File: config.mk
export PLATFORM = sky130hd
export DESIGN_NAME = alu_seq_ctrl
export DESIGN_NICKNAME = d
export VERILOG_FILES = /design/src/rtl/alu_ctrl_pkg.sv /design/src/rtl/alu_iter_counter.sv /design/src/rtl/alu_seq_ctrl.sv
export SDC_FILE = /design/constraint.sdc
export NUM_CORES = 1
export LEC_CHECK = 0
export ABC_AREA = 1
export BUFFER_PORTS_ARGS = -buffer_cell sky130_fd_sc_hd__buf_2
export CAP_MARGIN = 20
export CELL_PAD_IN_SITES_DETAIL_PLACEMENT = 0
export CELL_PAD_IN_SITES_GLOBAL_PLACEMENT = 1
export CORE_ASPECT_RATIO = 1.25
export CORE_MARGIN = 3
export CORE_UTILIZATION = 31
export CTS_CLUSTER_DIAMETER = 150
export DETAILED_ROUTE_END_ITERATION = 12
export PLACE_DENSITY_LB_ADDON = 0.1
export SETUP_SLACK_MARGIN = 0.5
export SLEW_MARGIN = 20
export SYNTH_ARGS = -nofsm -noshare
export SYNTH_HDL_FRONTEND = slang
export SYNTH_HIERARCHICAL = 1
export SYNTH_SLANG_ARGS = --single-unit
File: constraint.sdc
create_clock -name clk -period 1.4 [get_ports clk]
set_input_delay 0.21 -clock clk [delete_from_list [all_inputs] [get_ports clk]]
set_output_delay 0.21 -clock clk [all_outputs]
set_load 0.005 [all_outputs]
File: src/rtl/alu_ctrl_pkg.sv
// alu_ctrl_pkg
//   Shared definitions for the Booth multiply / restoring divide sequencer:
//   FSM state encoding, operation encodings, bit positions of the nine
//   datapath control lines (c0..c8) and the default iteration count.
//   No ports; imported by alu_seq_ctrl and alu_iter_counter.
package alu_ctrl_pkg;

  // Default number of iterations, equal to the datapath word width.
  localparam int ITER_DEFAULT = 64;

  // Operation encodings seen on the op input.
  localparam logic OP_MUL = 1'b0;
  localparam logic OP_DIV = 1'b1;

  // Bit positions inside the ctrl bus (bit i drives datapath line ci).
  localparam int CTRL_W  = 9;
  localparam int C_LOAD  = 0;  // A<=0, Q<=X, M<=Y, Q-1<=0, counter<=0
  localparam int C_ADD   = 1;  // A<=A+M
  localparam int C_SUB   = 2;  // A<=A-M
  localparam int C_ASR   = 3;  // arithmetic shift right A.Q.Q-1
  localparam int C_INC   = 4;  // counter+1
  localparam int C_SHL   = 5;  // shift left A.Q
  localparam int C_QSET  = 6;  // Q[0]<=1
  localparam int C_OUT_A = 7;  // drive A onto the output bus
  localparam int C_OUT_Q = 8;  // drive Q onto the output bus

  typedef enum logic [3:0] {
    IDLE,
    LOAD,
    CHK,
    MUL_ADD,
    MUL_SHR,
    DIV_SHL,
    DIV_SUB,
    DIV_FIX,
    OUT_HI,
    OUT_LO
  } state_t;

endpackage

File: src/rtl/alu_iter_counter.sv
// alu_iter_counter
//   Iteration counter for the sequencer. Counts 0..ITER-1 and wraps to 0.
//   Ports:
//     clk        in   rising-edge clock
//     rst        in   synchronous active-high reset, forces count to 0
//     clear      in   synchronous clear (driven by the load control c0)
//     inc        in   advance the count by one (driven by c4)
//     count_last out  high while the count equals ITER-1
module alu_iter_counter
  import alu_ctrl_pkg::*;
#(
  parameter int ITER = ITER_DEFAULT
) (
  input  logic clk,
  input  logic rst,
  input  logic clear,
  input  logic inc,
  output logic count_last
);

  localparam int W = (ITER > 1) ? $clog2(ITER) : 1;

  logic [W-1:0] count;

  assign count_last = (count == W'(ITER - 1));

  // Count register. Clear wins over increment; the explicit wrap keeps the
  // counter correct even when ITER is not a power of two.
  always_ff @(posedge clk) begin
    if (rst || clear) begin
      count <= '0;
    end else if (inc) begin
      count <= count_last ? '0 : count + 1'b1;
    end
  end

endmodule

File: src/rtl/alu_seq_ctrl.sv
// alu_seq_ctrl
//   Control sequencer for a shared datapath that performs either a signed
//   Booth radix-2 multiply or an unsigned restoring divide. It holds only
//   control state (FSM, latched op, error flag, iteration counter).
//   Ports:
//     clk     in   rising-edge clock
//     rst     in   synchronous active-high reset
//     start   in   operation request, honoured only in IDLE
//     op      in   0 = multiply, 1 = divide (latched on start)
//     q0_qm1  in   {Q[0], Q[-1]} from the datapath for Booth decisions
//     a_sign  in   A[64] after the divide trial subtraction
//     m_zero  in   datapath M register is zero
//     ctrl    out  datapath control lines c0..c8
//     busy    out  high from LOAD through OUT_LO
//     done    out  one-cycle pulse in OUT_LO
//     err     out  pulses with done when a divide by zero was detected
module alu_seq_ctrl
  import alu_ctrl_pkg::*;
#(
  parameter int ITER = ITER_DEFAULT
) (
  input  logic              clk,
  input  logic              rst,
  input  logic              start,
  input  logic              op,
  input  logic [1:0]        q0_qm1,
  input  logic              a_sign,
  input  logic              m_zero,
  output logic [CTRL_W-1:0] ctrl,
  output logic              busy,
  output logic              done,
  output logic              err
);

  state_t state_q, state_d;
  logic   op_q;
  logic   err_q;
  logic   set_err;
  logic   count_last;

  // The counter is cleared by the same load pulse that initialises the
  // datapath, so every operation starts counting from zero.
  alu_iter_counter #(
    .ITER (ITER)
  ) u_iter_counter (
    .clk        (clk),
    .rst        (rst),
    .clear      (ctrl[C_LOAD]),
    .inc        (ctrl[C_INC]),
    .count_last (count_last)
  );

  // State register plus the two pieces of per-operation state: the op
  // captured when start is accepted, and the divide-by-zero flag that is
  // raised in CHK and reported (then dropped) in OUT_LO.
  always_ff @(posedge clk) begin
    if (rst) begin
      state_q <= IDLE;
      op_q    <= OP_MUL;
      err_q   <= 1'b0;
    end else begin
      state_q <= state_d;
      if (state_q == IDLE && start) begin
        op_q <= op;
      end
      if (state_q == OUT_LO) begin
        err_q <= 1'b0;
      end else if (set_err) begin
        err_q <= 1'b1;
      end
    end
  end

  // Next-state and control decode. ctrl depends on the current state and
  // the same-cycle datapath flags; everything defaults to zero so only the
  // lines explicitly named for a state are ever asserted.
  always_comb begin
    state_d = state_q;
    ctrl    = '0;
    set_err = 1'b0;
    case (state_q)
      IDLE: begin
        if (start) state_d = LOAD;
      end
      LOAD: begin
        ctrl[C_LOAD] = 1'b1;
        state_d      = CHK;
      end
      CHK: begin
        if (op_q == OP_DIV) begin
          if (m_zero) begin
            set_err = 1'b1;
            state_d = OUT_HI;
          end else begin
            state_d = DIV_SHL;
          end
        end else begin
          state_d = MUL_ADD;
        end
      end
      MUL_ADD: begin
        // Booth recoding: 01 adds M, 10 subtracts M, 00/11 do nothing.
        if (q0_qm1 == 2'b01) ctrl[C_ADD] = 1'b1;
        if (q0_qm1 == 2'b10) ctrl[C_SUB] = 1'b1;
        state_d = MUL_SHR;
      end
      MUL_SHR: begin
        ctrl[C_ASR] = 1'b1;
        ctrl[C_INC] = 1'b1;
        state_d     = count_last ? OUT_HI : MUL_ADD;
      end
      DIV_SHL: begin
        ctrl[C_SHL] = 1'b1;
        state_d     = DIV_SUB;
      end
      DIV_SUB: begin
        ctrl[C_SUB] = 1'b1;
        state_d     = DIV_FIX;
      end
      DIV_FIX: begin
        // A negative trial remainder is restored; otherwise the quotient
        // bit just shifted in becomes a one.
        ctrl[C_INC] = 1'b1;
        if (a_sign) ctrl[C_ADD]  = 1'b1;
        else        ctrl[C_QSET] = 1'b1;
        state_d = count_last ? OUT_HI : DIV_SHL;
      end
      OUT_HI: begin
        ctrl[C_OUT_A] = 1'b1;
        state_d       = OUT_LO;
      end
      OUT_LO: begin
        ctrl[C_OUT_Q] = 1'b1;
        state_d       = IDLE;
      end
      default: begin
        state_d = IDLE;
      end
    endcase
  end

  assign busy = (state_q != IDLE);
  assign done = (state_q == OUT_LO);
  assign err  = (state_q == OUT_LO) && err_q;

endmodule

# After elaboration in Yosys (flattened, before gate mapping)
# Cells that the tools add are included.
totals:
  ff_bits: 12
  latchBits: 0
  ramBits: 0
  mem_bits_ro: 0
  input_bits: 8
  elab_cells: 48
  mem_count: 0
op_classes:
  addsub: 1
  multipliers: 0
  n_div: 0
  n_lt_le_gt_ge: 0
  eq_ne: 13
  shifts: 0
  mux: 23
  bitwise: 0
  n_reduce_logical: 7
op_table:
  columns: ["cell", "n"]
  rows:
  - ["$pmux W4 S9", 1]
  - ["$mux W4", 5]
  - ["$eq A4 B3 Y1 const B", 4]
  - ["$mux W1", 14]
  - ["$eq A4 B2 Y1 const B", 2]
  - ["$eq A4 B4 Y1 const B", 2]
  - ["$add A6 B1 Y6 const B", 1]
  - ["$eq A6 B6 Y1 const B", 1]
  - ["$mux W6", 1]
  - ["$eq A4 B1 Y1 const B", 1]
  - ["$logic_not A4 Y1", 1]
  - ["$pmux W1 S2", 2]
  - ["$reduce_bool A4 Y1", 1]
  - ["$reduce_or A2 Y1", 2]
  - ["$eq A2 B1 Y1 const B", 1]
  - ["$eq A2 B2 Y1 const B", 1]
  - ["$logic_and A1 B1 Y1", 2]
  - ["$ne A2 B2 Y1 const B", 1]
  - ["$logic_or A1 B1 Y1", 1]

# Longest topological paths before layout
# Gate-level depths: netlist of the first run.
logic_depth:
  word_depth: 3
  mapped_depth: 11
  depth_no_buf: 11

# Hierarchy
# The synthesis of the first run kept the hierarchy.
modules_own_cells:
  columns: ["module", "instances", "cells_per_inst", "area_per_inst_um2", "seq_area_each_um2"]
  rows:
  - ["alu_seq_ctrl", 1, 81, 470.5, 120.1]
  - ["alu_iter_counter", 1, 42, 295.3, 120.1]

# Worst setup path after synthesis of the first run
# OpenSTA, ideal clock, no wires.
synth_path:
  path_type: "register to register"
  from: "reg state_q[2]"
  to: "reg u_iter_counter.count[5]"
  setup_ns: 0.114
  t_arrival_ns: 1.287
  t_required_ns: 1.286
  setup_slack_ns: 0.000
  path_stages_with_launch: 10
  n_path_buf: 0
  synth_period_minus_slack_ns: 1.400
  cell_sequence: "dfxtp_1 > inv_2 > nor2_4 > nand2_1 > nand2_1 > nand2_2 > nor2_2 > nand3_1 > nand2_1 > nor2_2"
synth_via:
  elab_chain_cells: 3
synth_lines:
  columns: ["item", "line", "rtl"]
  rows:
  - ["from (decl)", "alu_seq_ctrl.sv:35", "state_t state_q, state_d;"]
  - ["from (signal assigned)", "alu_seq_ctrl.sv:62", "state_q <= state_d;"]
  - ["$eq A4 B3 Y1", "alu_seq_ctrl.sv:81", "case (state_q)"]
  - ["$reduce_or A2 Y1 (no source line) *", null, null]
  - ["$mux W1 *", "alu_seq_ctrl.sv:81", null]
  - ["net ctrl[4]", "alu_seq_ctrl.sv:29", "output logic [CTRL_W-1:0] ctrl,"]
  - ["to (signal assigned)", "alu_iter_counter.sv:33", "count <= count_last ? '0 : count + 1'b1;"]
  - ["to (decl)", "alu_iter_counter.sv:23", "logic [W-1:0] count;"]
# Mark *: on every way through the listed nets, which the timed path passes. The rest lies on a longest branch.
# A chain may end at the register's enable or synchronous reset.

# Worst setup path after layout of the first run
layout_path:
  from: "reg state_q[0]"
  to: "out ctrl[5]"
layout_via:
  elab_chain_cells: 2
layout_lines:
  columns: ["item", "line"]
  rows:
  - ["$eq A4 B3 Y1", "alu_seq_ctrl.sv:81"]
  - ["$mux W1", "alu_seq_ctrl.sv:81"]
  - ["to (decl)", "alu_seq_ctrl.sv:29"]
# Every way passes these cells.

==> results of run 1 <==
## kinds of logic after synthesis
family                   share of synthesized area, %
AND/OR/NAND/NOR                                 45.42
XOR/XNOR                                        1.144
flip-flops                                      31.37
adder cells (fa/ha/maj)                         1.634
buffers and inverters                           10.78
AO/OA/AOI/OAI                                   9.639
## critical path: stages, from the launching register on
cell	delay [ns]
dfxtp_4	0.41
inv_4	0.05
nor2_4	0.14
buf_4	0.14
nand2_2	0.06
inv_1	0.05
buf_2	0.10
## where the power goes
part / internal, uW / switching (uW) / total [uW]
Clock: 110 / 119 / 229
Combinational: 402 / 460 / 862
Sequential: 409 / 93.0 / 502
Total: 922 / 672 / 1590
## timing repair
action                                 4_1_cts  5_1_grt
endpoints found under the hold margin        0        0
resized for setup                           44       10
setup endpoints to repair                   24       24
buffers inserted                            14        2
pin swaps                                   11        6
## cell type report
class	instances	area, um2
Sequential cell	12	261.5
Fill cell	252	991.0
Timing Repair Buffer	39	271.5
Inverter	20	80.08
Tap cell	31	38.79
Multi-Input combinational cell	90	613.1
Clock buffer	4	26.28
## layout by cell type (no fill, tap or decap), types with 5 or more instances in the layout
cell type,instances
nand2_1,23
buf_2,19
buf_4,14
nor2_1,12
inv_1,11
nor2_4,9
inv_2,7
nand3_1,6
nand3_2,6
nand2_2,5
nand2_4,5
a21oi_1,5
buf_6,5
dfxtp_2,5
## flip-flops by register name, indices dropped and copies added, names as in the netlist
name	count
err_q	1
op_q	1
state_q	4
u_iter_counter/count	6
## per-stage QoR
stage                     setup slack (ns)  util, %  cell area, um2
after floorplan                     0.1658        -           798.3
after global placement             0.06677    41.83           954.7
after detailed placement           0.02544    41.83           954.7
after CTS                        -0.003872    54.11            1235
after global routing              -0.09680    56.58            1291
final                             -0.01748    56.58            1291
## worst min path at each step
stage                     start    endpoint  slack, ns
after detailed placement  err_q       err_q       0.45
after floorplan             rst  state_q[3]       0.27
final                       rst  state_q[1]       0.20
after global placement    err_q       err_q       0.45
after global routing        rst  state_q[1]       0.19
after CTS                   rst  state_q[2]       0.17
## routing by layer
| layer | vias up | routed length (um) | track usage, % |
|---|---|---|---|
| li1 | 471 | - | - |
| met1 | 423 | 874 | 16.28 |
| met2 | 13 | 1333 | 33.21 |
| met3 | 4 | 69 | 2.663 |
| met4 | 0 | 39 | 7.308 |
| met5 | - | 0 | 0 |
==> impl_metrics.py, run 1 <==
metrics = {
    "drt": {
        "wirelength_um": 2316,
        "drc": 0,
        "wl_per_cell_um": 11.82,
        "first_pass_iters": 4,
        "routed-via-count": 911,
        "drt-initial-drc-count": 18,
        "routed_via_density": 4.648,
        "drtAntennaViolNets": 0,
    },
    "grt": {
        "antenna_found_initial": 0,
        "grt_pass1_wl_um": 3774,
        "grt_max_degree": 8,
        "track_usage_pct": 16.35,
        "first_global_vias": 861,
        "gr-total-overflow": 0,
    },
    "timing": {
        "max_slew_margin_pct": 88.85,
        "skew_ns": 0.0005100,
        "tns_ns": -0.02260,
        "layout_min_cycle_time_ns": 1.417,
        "finalSetupViolCount": 2,
        "worst-slew-pin-transition_ns": 0.1670,
        "hold_violations": 0,
        "period_share_pct": 101.2,
        "timing.final.ws_setup_ns": -0.01748,
        "drv_slew": 0,
        "fmax_mhz": 705.5,
        "whs_ns": 0.2030,
        "rsz0062_at_grt": "yes",
    },
    "synthesis": {
        "yosysWarnings": 6,
        "synth_edf_count": 0,
        "async_flop_share_pct": 0,
        "syn_nets": 132,
        "synthFlopType": "dfxtp_1",
        "syn_area_um2": 765.7,
        "synthTopCellsByArea": "dfxtp_1, nand2_1, inv_1",
        "yosys-top-cells-count": "nand2_1, inv_1, nor2_1, dfxtp_1, nand3_1",
        "yosys.area.top_type": "dfxtp_1",
        "synth_area_per_cell_um2": 6.225,
        "yosys_register_bits": 12,
        "seq_area_frac_synth_pct": 31.37,
        "yosysMostFrequentCell": "nand2_1",
        "synth_top_area_share_pct": 31.37,
        "ys_types": 22,
        "netlist_instances": 123,
    },
    "final_layout": {
        "nets": 175,
        "area_growth_pct": 68.63,
        "num_antenna_cells": 0,
        "stdcell_count": 196,
        "post_route_cells_drive_above_1_share_pct": 58.18,
    },
    "placed_design": {
        "dpl.hpwl_um": 1637,
        "gp_congestion": 0.8295,
        "dpl.cell_count": 176,
        "io_buffers": 19,
    },
    "clock_network": {
        "postCtsHoldBufs": 0,
        "root_buffer": "clkbuf_4",
        "clk_pin_slew_ns": 0.08,
        "h-tree-depth": 1,
        "clock_tree.buffer_depth": 2,
        "cts_buffers": 3,
        "insertion_delay_ns": 0.27,
        "cts_tree": "done",
        "cts.sinks": 12,
    },
    "outcome": {
        "outcome": "complete, but fails checks",
        "violations": "negative setup slack",
    },
    "worst_setup_path": {
        "rrSetupSlack_ns": 0.17,
        "startpoint_type": "flop",
        "r2r_end": "u_iter_counter/count[3]",
        "crit_end": "ctrl[5]",
        "endpoint_kind": "primary output",
        "crit_start": "state_q[0]",
        "crit_arrival_ns": 1.21,
        "reg2reg_from": "state_q[3]",
        "crit_type": "flop to primary output",
        "worstPathRequired_ns": 1.19,
        "rr_worst_depth": 9,
        "crit_path_max_fanout": 4,
    },
    "pwr": {
        "power-per-cell-area_nw_per_um2": 1234,
        "static-leakage-power_uw": 0.0006692,
        "p_total_uw": 1594,
        "vdd_drop_max_v": 0.0008778,
    },
    "floorplan": {
        "fp.coreArea_um2": 2282,
        "chipHeight_um": 61.57,
        "die_w_um": 50.46,
        "start_util_pct": 33.55,
        "die-area_um2": 3106,
        "io-pin-count": 20,
        "rows": 19,
    },
    "job": {
        "max-cap-violations": 0,
    },
    "worst_hold_path": {
        "hp-class": "primary input to flop",
        "hold_path_depth": 2,
    },
}
No activity file was read; power rests on OpenSTA's default activity.
==> inputs of run 2 (changes only) <==
--- a/config.mk
+++ b/config.mk
@@ -12,12 +12,11 @@
 export CELL_PAD_IN_SITES_GLOBAL_PLACEMENT = 1
 export CORE_ASPECT_RATIO = 1.25
 export CORE_MARGIN = 3
-export CORE_UTILIZATION = 31
+export CORE_UTILIZATION = 30
 export CTS_CLUSTER_DIAMETER = 150
 export DETAILED_ROUTE_END_ITERATION = 12
 export PLACE_DENSITY_LB_ADDON = 0.1
 export SETUP_SLACK_MARGIN = 0.5
-export SLEW_MARGIN = 20
 export SYNTH_ARGS = -nofsm -noshare
 export SYNTH_HDL_FRONTEND = slang
 export SYNTH_HIERARCHICAL = 1
==> constraint.sdc (replaced) <==
create_clock -name clk -period 1.7 [get_ports clk]
set_input_delay 0.255 -clock clk [delete_from_list [all_inputs] [get_ports clk]]
set_output_delay 0.255 -clock clk [all_outputs]
set_load 0.005 [all_outputs]
==> impl_metrics.py, run 2 (synthesized netlist as in run 1, its figures left out) <==
metrics = {
    "outcome": {
        "outcome": "finished clean",
    },
    "worst_setup_path": {
        "crit_type": "flop to primary output",
        "worstPathRequired_ns": 1.44,
        "crit_arrival_ns": 1.22,
        "crit_path_max_fanout": 4,
        "endpoint_kind": "primary output",
        "startpoint_type": "flop",
    },
    "pwr": {
        "clkPwrFrac_pct": 14.1,
        "vdd_drop_max_v": 0.0005866,
        "static-leakage-power_uw": 0.0006061,
        "power-per-cell-area_nw_per_um2": 1014,
        "seq_power_share_pct": 32.3,
        "p_int_uw": 732.2,
        "sw_frac_of_total_pct": 41.59,
        "comb_power_share_pct": 53.6,
        "p_switching_uw": 521.4,
    },
    "grt": {
        "grt-busiest-layer": "met2",
        "gr-total-overflow": 0,
        "grt_util_met3_pct": 3.103,
        "grt_max_degree": 8,
        "grt_use_met2_pct": 26.45,
        "track_usage_pct": 14.82,
        "met1_usage_pct": 14.39,
        "first_global_vias": 890,
        "grt_pass1_wl_um": 3615,
        "antenna_found_initial": 0,
    },
    "clock_network": {
        "root_buffer": "clkbuf_4",
        "cts.sinks": 12,
        "cts_buffers": 3,
        "clk_pin_slew_ns": 0.08,
        "h-tree-depth": 1,
        "insertion_delay_ns": 0.27,
        "clock_tree.buffer_depth": 2,
        "cts_tree": "done",
    },
    "final_layout": {
        "final_area_um2": 1236,
        "largest_reg_flops": 6,
        "nets": 175,
        "final_util_pct": 53.61,
        "fill_cells": 235,
        "top_register": "u_iter_counter/count",
        "post_route_cells_drive_above_1_share_pct": 57.93,
        "num_antenna_cells": 0,
        "layout_commonest_cell": "nand2_1",
        "final_cell_mix": "nand2_1, buf_2, buf_4, nor2_1",
        "area_growth_pct": 61.44,
        "biggestRegsByFlops": "u_iter_counter/count: 6 flops, state_q: 4 flops",
    },
    "floorplan": {
        "fp.coreArea_um2": 2306,
        "die_w_um": 51.19,
        "start_util_pct": 33.21,
        "die-area_um2": 3199,
        "chipHeight_um": 62.49,
        "rows": 19,
        "io-pin-count": 20,
    },
    "placed_design": {
        "io_buffers": 19,
        "dpl.hpwl_um": 1624,
        "place_area_um2": 927.1,
        "gp_congestion": 0.7917,
    },
    "timing": {
        "finalSetupViolCount": 0,
        "hold_violations": 0,
        "rsz0062_at_grt": "yes",
        "fmax_mhz": 678.9,
        "max_slew_margin_pct": 86.35,
        "tns_ns": 0,
        "skew_ns": 0.001032,
        "whs_ns": 0.2307,
        "layout_min_cycle_time_ns": 1.473,
        "period_share_pct": 86.64,
        "drv_slew": 0,
        "worst-slew-pin-transition_ns": 0.2043,
    },
    "drt": {
        "drc": 0,
        "wirelength_um": 2238,
        "drt-initial-drc-count": 16,
        "routed-via-count": 924,
        "routed_via_density": 4.738,
        "drtAntennaViolNets": 0,
        "wl_per_cell_um": 11.48,
        "first_pass_iters": 4,
    },
    "worst_hold_path": {
        "hp-class": "primary input to flop",
    },
    "job": {
        "max-cap-violations": 0,
    },
}
run 2: power by group through the flow:
| stage | logic [uW] | registers (uW) | clock network [uW] |
|---|---|---|---|
| CTS | 541 | 403 | 185 |
| global placement | 417 | 385 | 0 |
| finish | 672 | 405 | 177 |
| detailed placement | 415 | 386 | 0 |
| global route | 749 | 413 | 200 |
| floorplan | 294 | 379 | 0 |
run 2: path summary, 6_finish.rpt:
kind / from / end / slack (ns) / cells past startpoint
worst max-delay path: state_q[2] / ctrl[2] / 0.23 / 5
worst min-delay path: rst / state_q[3] / 0.23 / 2
worst max register to register: state_q[0] / err_q / 0.32 / 9
worst min register to register: err_q / err_q / 0.48 / 2
run 2: metal layers:
metal  vias to the layer above  wire [um]
met5                         -          0
met4                         0         74
met3                         8        106
met2                        28       1240
met1                       419        816
li1                        469          -
run 2: layout make-up:
class / count / area [um2] / area share (%)
clock buffer: 3 / 22.52 / 1.822
inverter: 20 / 80.08 / 6.478
multi-input combinational: 90 / 563.0 / 45.55
sequential: 12 / 261.5 / 21.15
tap: 31 / 38.79 / 3.138
timing repair buffer: 39 / 270.3 / 21.86
run 2: what timing repair did:
action,CTS,global route
pin swaps,8,12
setup buffers,13,6
hold buffers,0,0
resized for setup,24,25
cloned,0,0
endpoints found under the setup margin,22,24
run 2: through the flow:
stage	setup WS [ns]	total power, uW	std cells
finish	0.2271	1254	195
global placement	0.2900	802.3	173
global route	0.1443	1362	195
floorplan	0.4639	673.7	123
detailed placement	0.2735	801.7	173
CTS	0.2234	1129	189
run 2: critical path: stages, from the launching register on:
cell	delay, ns
dfxtp_4	0.39
inv_4	0.05
nor2_4	0.16
nand2_2	0.13
o31ai_2	0.08
buf_2	0.14
